$ cat config.mk
export PLATFORM = sky130hd
export DESIGN_NAME = delay_scan_controller
export DESIGN_NICKNAME = d
export VERILOG_FILES = /design/src/rtl/delay_scan_controller.sv
export SDC_FILE = /design/constraint.sdc
export NUM_CORES = 1
export LEC_CHECK = 0
export CORE_MARGIN = 8
export CORE_UTILIZATION = 25
export DETAILED_ROUTE_END_ITERATION = 6
export PLACE_DENSITY = 0.54
export SLEW_MARGIN = 20
export SYNTH_ARGS = -nofsm -noshare
export SYNTH_HDL_FRONTEND = slang
export SYNTH_SLANG_ARGS = --single-unit
$ cat constraint.sdc
create_clock -name clk -period 5.38 [get_ports clk]
set_input_delay 1.076 -clock clk [delete_from_list [all_inputs] [get_ports clk]]
set_output_delay 1.076 -clock clk [all_outputs]
set_load 0.005 [all_outputs]
$ cat src/rtl/delay_scan_controller.sv
// rtl/delay_scan_controller.sv - Automated chip-B delay sweep with settle, repeat and timeout control
module delay_scan_controller #(
  parameter int DW    = 10,
  parameter int GAP   = 4,
  parameter int TMO_W = 16
) (
  input  logic          clk,
  input  logic          res_n,
  input  logic          start,
  input  logic          abort,
  input  logic [DW-1:0] d_ref,
  input  logic [DW-1:0] d_start,
  input  logic [DW-1:0] d_stop,
  input  logic [DW-1:0] d_step,
  input  logic [7:0]    repeats,
  input  logic [7:0]    settle,
  output logic          del_set,
  output logic          del_sel,
  output logic [DW-1:0] del_d,
  output logic          seq_run,
  input  logic          seq_ready,
  output logic          pt_strobe,
  output logic [DW-1:0] cur_d,
  output logic [7:0]    rep_cnt,
  output logic          busy,
  output logic          done,
  output logic          err_cfg,
  output logic          err_tmo
);

  typedef enum logic [3:0] {
    S_IDLE, S_CHECK, S_SETA, S_GAPW, S_SETB, S_SETL,
    S_RUN, S_HOLD, S_WAIT, S_NEXT, S_FIN
  } state_t;

  // Last count value of the fixed A-to-B gap and of the WAIT timeout window
  localparam logic [7:0]       GAP_LAST = 8'(GAP - 1);
  localparam logic [TMO_W-1:0] TMO_LAST = {{(TMO_W-1){1'b1}}, 1'b0};

  state_t           state, next;
  logic [DW-1:0]    cfg_ref, cfg_start, cfg_stop, cfg_step;
  logic [7:0]       cfg_reps, cfg_settle;
  logic [7:0]       wcnt;
  logic [TMO_W-1:0] tmo_cnt;
  logic [DW:0]      sum;
  logic             cfg_bad;
  logic             accept, chk_fail, chk_ok, run_ok, tmo_hit, adv_pt;

  // One extra bit so a step past the top code is seen as carry instead of wrapping
  assign sum     = {1'b0, cur_d} + {1'b0, cfg_step};
  assign cfg_bad = (cfg_step == '0) || (cfg_start > cfg_stop);

  // State register
  always_ff @(posedge clk or negedge res_n) begin
    if (!res_n) state <= S_IDLE;
    else        state <= next;
  end

  // Next-state decode and pulse outputs; abort overrides every transition and pulse
  always_comb begin
    next      = state;
    del_set   = 1'b0;
    del_sel   = 1'b0;
    del_d     = '0;
    seq_run   = 1'b0;
    pt_strobe = 1'b0;
    done      = 1'b0;
    accept    = 1'b0;
    chk_fail  = 1'b0;
    chk_ok    = 1'b0;
    run_ok    = 1'b0;
    tmo_hit   = 1'b0;
    adv_pt    = 1'b0;
    busy      = (state != S_IDLE);
    if (busy && abort) begin
      next = S_IDLE;
    end else begin
      case (state)
        S_IDLE: begin
          if (start && seq_ready) begin
            accept = 1'b1;
            next   = S_CHECK;
          end
        end
        S_CHECK: begin
          if (cfg_bad) begin
            chk_fail = 1'b1;
            next     = S_FIN;
          end else begin
            chk_ok = 1'b1;
            next   = S_SETA;
          end
        end
        S_SETA: begin
          del_set = 1'b1;
          del_d   = cfg_ref;
          next    = S_GAPW;
        end
        S_GAPW: begin
          if (wcnt == GAP_LAST) next = S_SETB;
        end
        S_SETB: begin
          del_set = 1'b1;
          del_sel = 1'b1;
          del_d   = cur_d;
          next    = (cfg_settle == 8'd0) ? S_RUN : S_SETL;
        end
        S_SETL: begin
          if (wcnt == cfg_settle - 8'd1) next = S_RUN;
        end
        S_RUN: begin
          seq_run = 1'b1;
          next    = S_HOLD;
        end
        S_HOLD: begin
          if (wcnt == 8'd1) next = S_WAIT;
        end
        S_WAIT: begin
          if (seq_ready) begin
            pt_strobe = 1'b1;
            run_ok    = 1'b1;
            next      = S_NEXT;
          end else if (tmo_cnt == TMO_LAST) begin
            tmo_hit = 1'b1;
            next    = S_FIN;
          end
        end
        S_NEXT: begin
          if (rep_cnt < cfg_reps) begin
            next = S_RUN;
          end else if (sum[DW] || (sum[DW-1:0] > cfg_stop)) begin
            next = S_FIN;
          end else begin
            adv_pt = 1'b1;
            next   = S_SETB;
          end
        end
        S_FIN: begin
          done = 1'b1;
          next = S_IDLE;
        end
        default: next = S_IDLE;
      endcase
    end
  end

  // Capture the scan configuration on an accepted start; later input changes are ignored
  always_ff @(posedge clk or negedge res_n) begin
    if (!res_n) begin
      cfg_ref    <= '0;
      cfg_start  <= '0;
      cfg_stop   <= '0;
      cfg_step   <= '0;
      cfg_reps   <= '0;
      cfg_settle <= '0;
    end else if (accept) begin
      cfg_ref    <= d_ref;
      cfg_start  <= d_start;
      cfg_stop   <= d_stop;
      cfg_step   <= d_step;
      cfg_reps   <= (repeats == 8'd0) ? 8'd1 : repeats;
      cfg_settle <= settle;
    end
  end

  // Dwell counter for GAPW, SETL and HOLD; restarts on every state change
  always_ff @(posedge clk or negedge res_n) begin
    if (!res_n)              wcnt <= '0;
    else if (next != state)  wcnt <= '0;
    else                     wcnt <= wcnt + 8'd1;
  end

  // Ready timeout counter: cleared entering HOLD, advances once per WAIT cycle
  always_ff @(posedge clk or negedge res_n) begin
    if (!res_n)                                tmo_cnt <= '0;
    else if (next == S_HOLD && state != S_HOLD) tmo_cnt <= '0;
    else if (state == S_WAIT)                  tmo_cnt <= tmo_cnt + TMO_W'(1);
  end

  // Scan position, per-point run count and sticky error flags
  always_ff @(posedge clk or negedge res_n) begin
    if (!res_n) begin
      cur_d   <= '0;
      rep_cnt <= '0;
      err_cfg <= 1'b0;
      err_tmo <= 1'b0;
    end else begin
      if (accept) begin
        err_cfg <= 1'b0;
        err_tmo <= 1'b0;
      end
      if (chk_fail) err_cfg <= 1'b1;
      if (tmo_hit)  err_tmo <= 1'b1;
      if (chk_ok) begin
        cur_d   <= cfg_start;
        rep_cnt <= '0;
      end
      if (run_ok) rep_cnt <= rep_cnt + 8'd1;
      if (adv_pt) begin
        cur_d   <= sum[DW-1:0];
        rep_cnt <= '0;
      end
    end
  end

endmodule
==> flow_summary_export.csv <==
group,metric,value,unit
critical_path,crit_path_top_delay_cell,"a2111oi_0",
critical_path,timing.rr.end,"rep_cnt[5]$_DFFE_PN0P_",
global_route,grt_max_degree,67,
global_route,antenna_found_initial,0,
synthesis,synth_edf_count,0,
synthesis,syn_nets,730,
placed_design,dp.cells,1032,
routing,drc,0,
routing,drtPass1Iterations,4,
timing,max_slew.worst_pin.slew,0.887,ns
critical_path,required,5.66,ns
placed_design,dpl.hpwl,12400,um
timing,min_period_over_period,86.2,%
clock_network,cts_num_sinks,104,
critical_path,ff2ff_setup_slack,0.74,ns
clock_network,cts_resized,0,
critical_path,reg2reg_from,"cur_d[1]$_DFFE_PN0P_",
critical_path,cp.arrival,4.91,ns
timing,relSlewSlack,40.8,%
synthesis,synth_adder_area_share,9.20,%
power_and_ir_drop,vdd_ir_drop_max,0.214,mV
die,initial_utilization,25.2,%
clock_network,cts-root-buf,"clkbuf_16",
worst_hold_path,min_path_type,"register to register",
placed_design,gp_congestion,0.823,
finish,fin_util,32.0,%
die,die_x,172,um
critical_path,critPathKind,"register to register",
worst_hold_path,worstHoldStart,"cfg_ref[0]$_DFFE_PN0P_",
run_status,outcome,"completed",
clock_network,clk_latency,0.35,ns
synthesis,ys_ff_latch,104,
routing,routed_wirelength,16300,um
critical_path,start_kind,"register",
worst_hold_path,hold_end,"cfg_ref[0]$_DFFE_PN0P_",
critical_path,rr_worst_depth,18,
global_route,grt_pass1_vias,4957,
synthesis,synth_top_family_by_area,"simple AND/OR/NAND/NOR gates",
timing,hold_viol_final,0,
synthesis,synth_area,6070,um^2
timing,fin_tns_setup,0,ns
clock_network,ctsHoldBuffers,0,
synthesis,synth_area_leader_cell,"dfrtp_1",
synthesis,syn_avg_cell_area,9.71,um^2
routing,first_iter_violations,277,
routing,routedWlPerCell,15.6,um
finish,nets,824,
clock_network,cts_setup_buffers,0,
die,die_area,29500,um^2
finish,diodes,0,
clock_network,cts_buffer_depth,2,
critical_path,cp_cell_sequence,"ha_1 > a21o_1 > a21oi_1 > o21bai_1 > a2111oi_0 > o31ai_1 > a21oi_1 > xnor2_1 > ha_1 > nand4_1 > a211oi_1 > a2111oi_0 > o21ai_0 > nor4b_2 > buf_4 > nor2_2 > nand2_1 > a31oi_1",
timing,maxSlewViolCount,0,
finish,nFillCells,2551,
synthesis,synth-simple-area-share,16.9,%
finish,drive_gt1_share,10.1,%
synthesis,ys_types,56,
finish,syn_to_final_growth,27.3,%
placed_design,io_buffers,96,
synthesis,synthFlopType,"dfrtp_1",
routing,ant_nets,0,
timing,setup_violations,0,
die,io_pins,97,
global_route,track_usage,11.5,%
clock_network,clk_pin_slew,0.08,ns
die,rows,57,
die,die_h,172,um
synthesis,yosys.cell_count.top_type,"dfrtp_1",
global_route,grt_first_pass_wirelength,26800,um
timing,finalClockSkew,0.0114,ns
timing,fmax,216,MHz
synthesis,yosysSeqAreaShare,42.9,%
job,max-cap-violations,0,
synthesis,yosysTopAreaCellShare,42.9,%
global_route,gr-total-overflow,0,
synthesis,synth-compound-area-share,14.1,%
routing,vias,4853,
synthesis,synth.top_cells.by_area,"dfrtp_1 (43%), ha_1 (8.9%), mux2_2 (6.9%)",
timing,rsz0062_at_grt,"false",
die,core,24100,um^2
synthesis,synth_common_cells,"dfrtp_1 (104), nand2_1 (55), nor2_1 (50)",
critical_path,worst_setup_path_end_kind,"register",
clock_network,htreeDepth,3,
routing,viasPerCell,4.64,
power_and_ir_drop,leakagePower,3.20,nW
synthesis,netlist_instances,625,
finish,instances_no_fill,1047,
power_and_ir_drop,p_per_area,551,nW/um^2
critical_path,path_max_fanout,17,
synthesis,synth_xor_area_share,5.34,%
critical_path,critical-path-max-stage-delay,0.56,ns
synthesis,synthMuxAreaShare,8.02,%
synthesis,synthArstFlopShare,100,%
timing,layout_min_cycle_time,4.64,ns
clock_network,cts_tree,"yes",
worst_hold_path,whs_path_depth,1,
synthesis,ys_warn_count,0,
clock_network,numCtsBuffers,9,
[worst max-delay path: cells and delay by family, from the launching register on]
family / cells / cell delay (ns)
AO/OA/AOI/OAI: 10 / 2.32
adder cells (fa/ha/maj): 2 / 0.63
AND/OR/NAND/NOR: 4 / 0.81
flip-flops: 1 / 0.46
XOR/XNOR: 1 / 0.13
buffers and inverters: 1 / 0.21
[metrics by stage]
step	worst slack (ns)	instance area (um^2)	hold WS, ns	total power [mW]
after floorplan	1.18	6070	0.480	2.90
after global placement	0.635	7450	0.493	3.61
after detailed placement	0.471	7450	0.496	3.65
after CTS	0.451	7720	0.512	4.31
after global routing	0.200	7720	0.518	4.67
final	0.744	7720	0.507	4.26
[where the power goes]
group          switching, mW  total (mW)  internal [mW]
clock network          0.293       0.629          0.336
logic                   1.11        2.15           1.04
registers              0.356        1.48           1.12
[per-layer routing]
metal | vias up | part of all wire (%) | track usage [%] | routed length, um
met3 | 21 | 4.6 | 3.31 | 756
met5 | - | 0 | 0 | 0
met1 | 2311 | 46 | 14.6 | 7450
li1 | 2412 | - | - | -
met2 | 109 | 48 | 18.8 | 7820
met4 | 0 | 1.7 | 3.41 | 284
[cell families (layout without fill, tap and decap cells)]
| kind of cell | count (synthesis) | in the layout |
|---|---|---|
| AND/OR/NAND/NOR | 206 | 206 |
| AO/OA/AOI/OAI | 132 | 132 |
| flip-flops | 104 | 104 |
| buffers and inverters | 58 | 156 |
| adder cells (fa/ha/maj) | 44 | 44 |
| multiplexers | 44 | 44 |
| XOR/XNOR | 37 | 37 |
[worst max-delay path by stage]
| stage | start | endpoint |
|---|---|---|
| finish | cur_d[1]$_DFFE_PN0P_ | rep_cnt[5]$_DFFE_PN0P_ |
| global route | cur_d[1]$_DFFE_PN0P_ | rep_cnt[5]$_DFFE_PN0P_ |
| CTS | cur_d[1]$_DFFE_PN0P_ | rep_cnt[3]$_DFFE_PN0P_ |
| detailed placement | cur_d[1]$_DFFE_PN0P_ | rep_cnt[4]$_DFFE_PN0P_ |
| global placement | cur_d[1]$_DFFE_PN0P_ | rep_cnt[4]$_DFFE_PN0P_ |
| floorplan | cur_d[1]$_DFFE_PN0P_ | cur_d[0]$_DFFE_PN0P_ |
[flip-flops by register name (all words and copies together), names as in the netlist, 4 cells and up]
signal,count
cur_d,10
cfg_start,10
cfg_ref,10
cfg_reps,8
tmo_cnt,16
wcnt,8
cfg_step,10
rep_cnt,8
cfg_stop,10
state,4
cfg_settle,8
[layout by cell type, fill, tap and decap left out, drive strengths merged, types with 8 or more instances in the layout]
cell type,count
a22o,11
inv,36
xor2,14
dfrtp,104
and3,9
buf,9
xnor2,23
or3,8
nor4,8
nand2b,9
clkdlybuf4s50,95
nand4,12
a21o,10
nor2,50
nor3,11
a21oi,26
mux2,37
ha,43
nand2,55
o21ai,43
nand3,20
clkbuf,12
[area by class of cell]
| type | count | area, um^2 | area share [%] |
|---|---|---|---|
| repair buffers | 104 | 1030 | 13.4 |
| clock buffers | 12 | 256 | 3.32 |
| inverters | 37 | 139 | 1.80 |
| multi-input cells | 463 | 3270 | 42.4 |
| flip-flops and latches | 104 | 2600 | 33.7 |
| clock inverters | 3 | 17.5 | 0.227 |
| well taps | 324 | 405 | 5.25 |
Power figures use the tool's default switching activity.
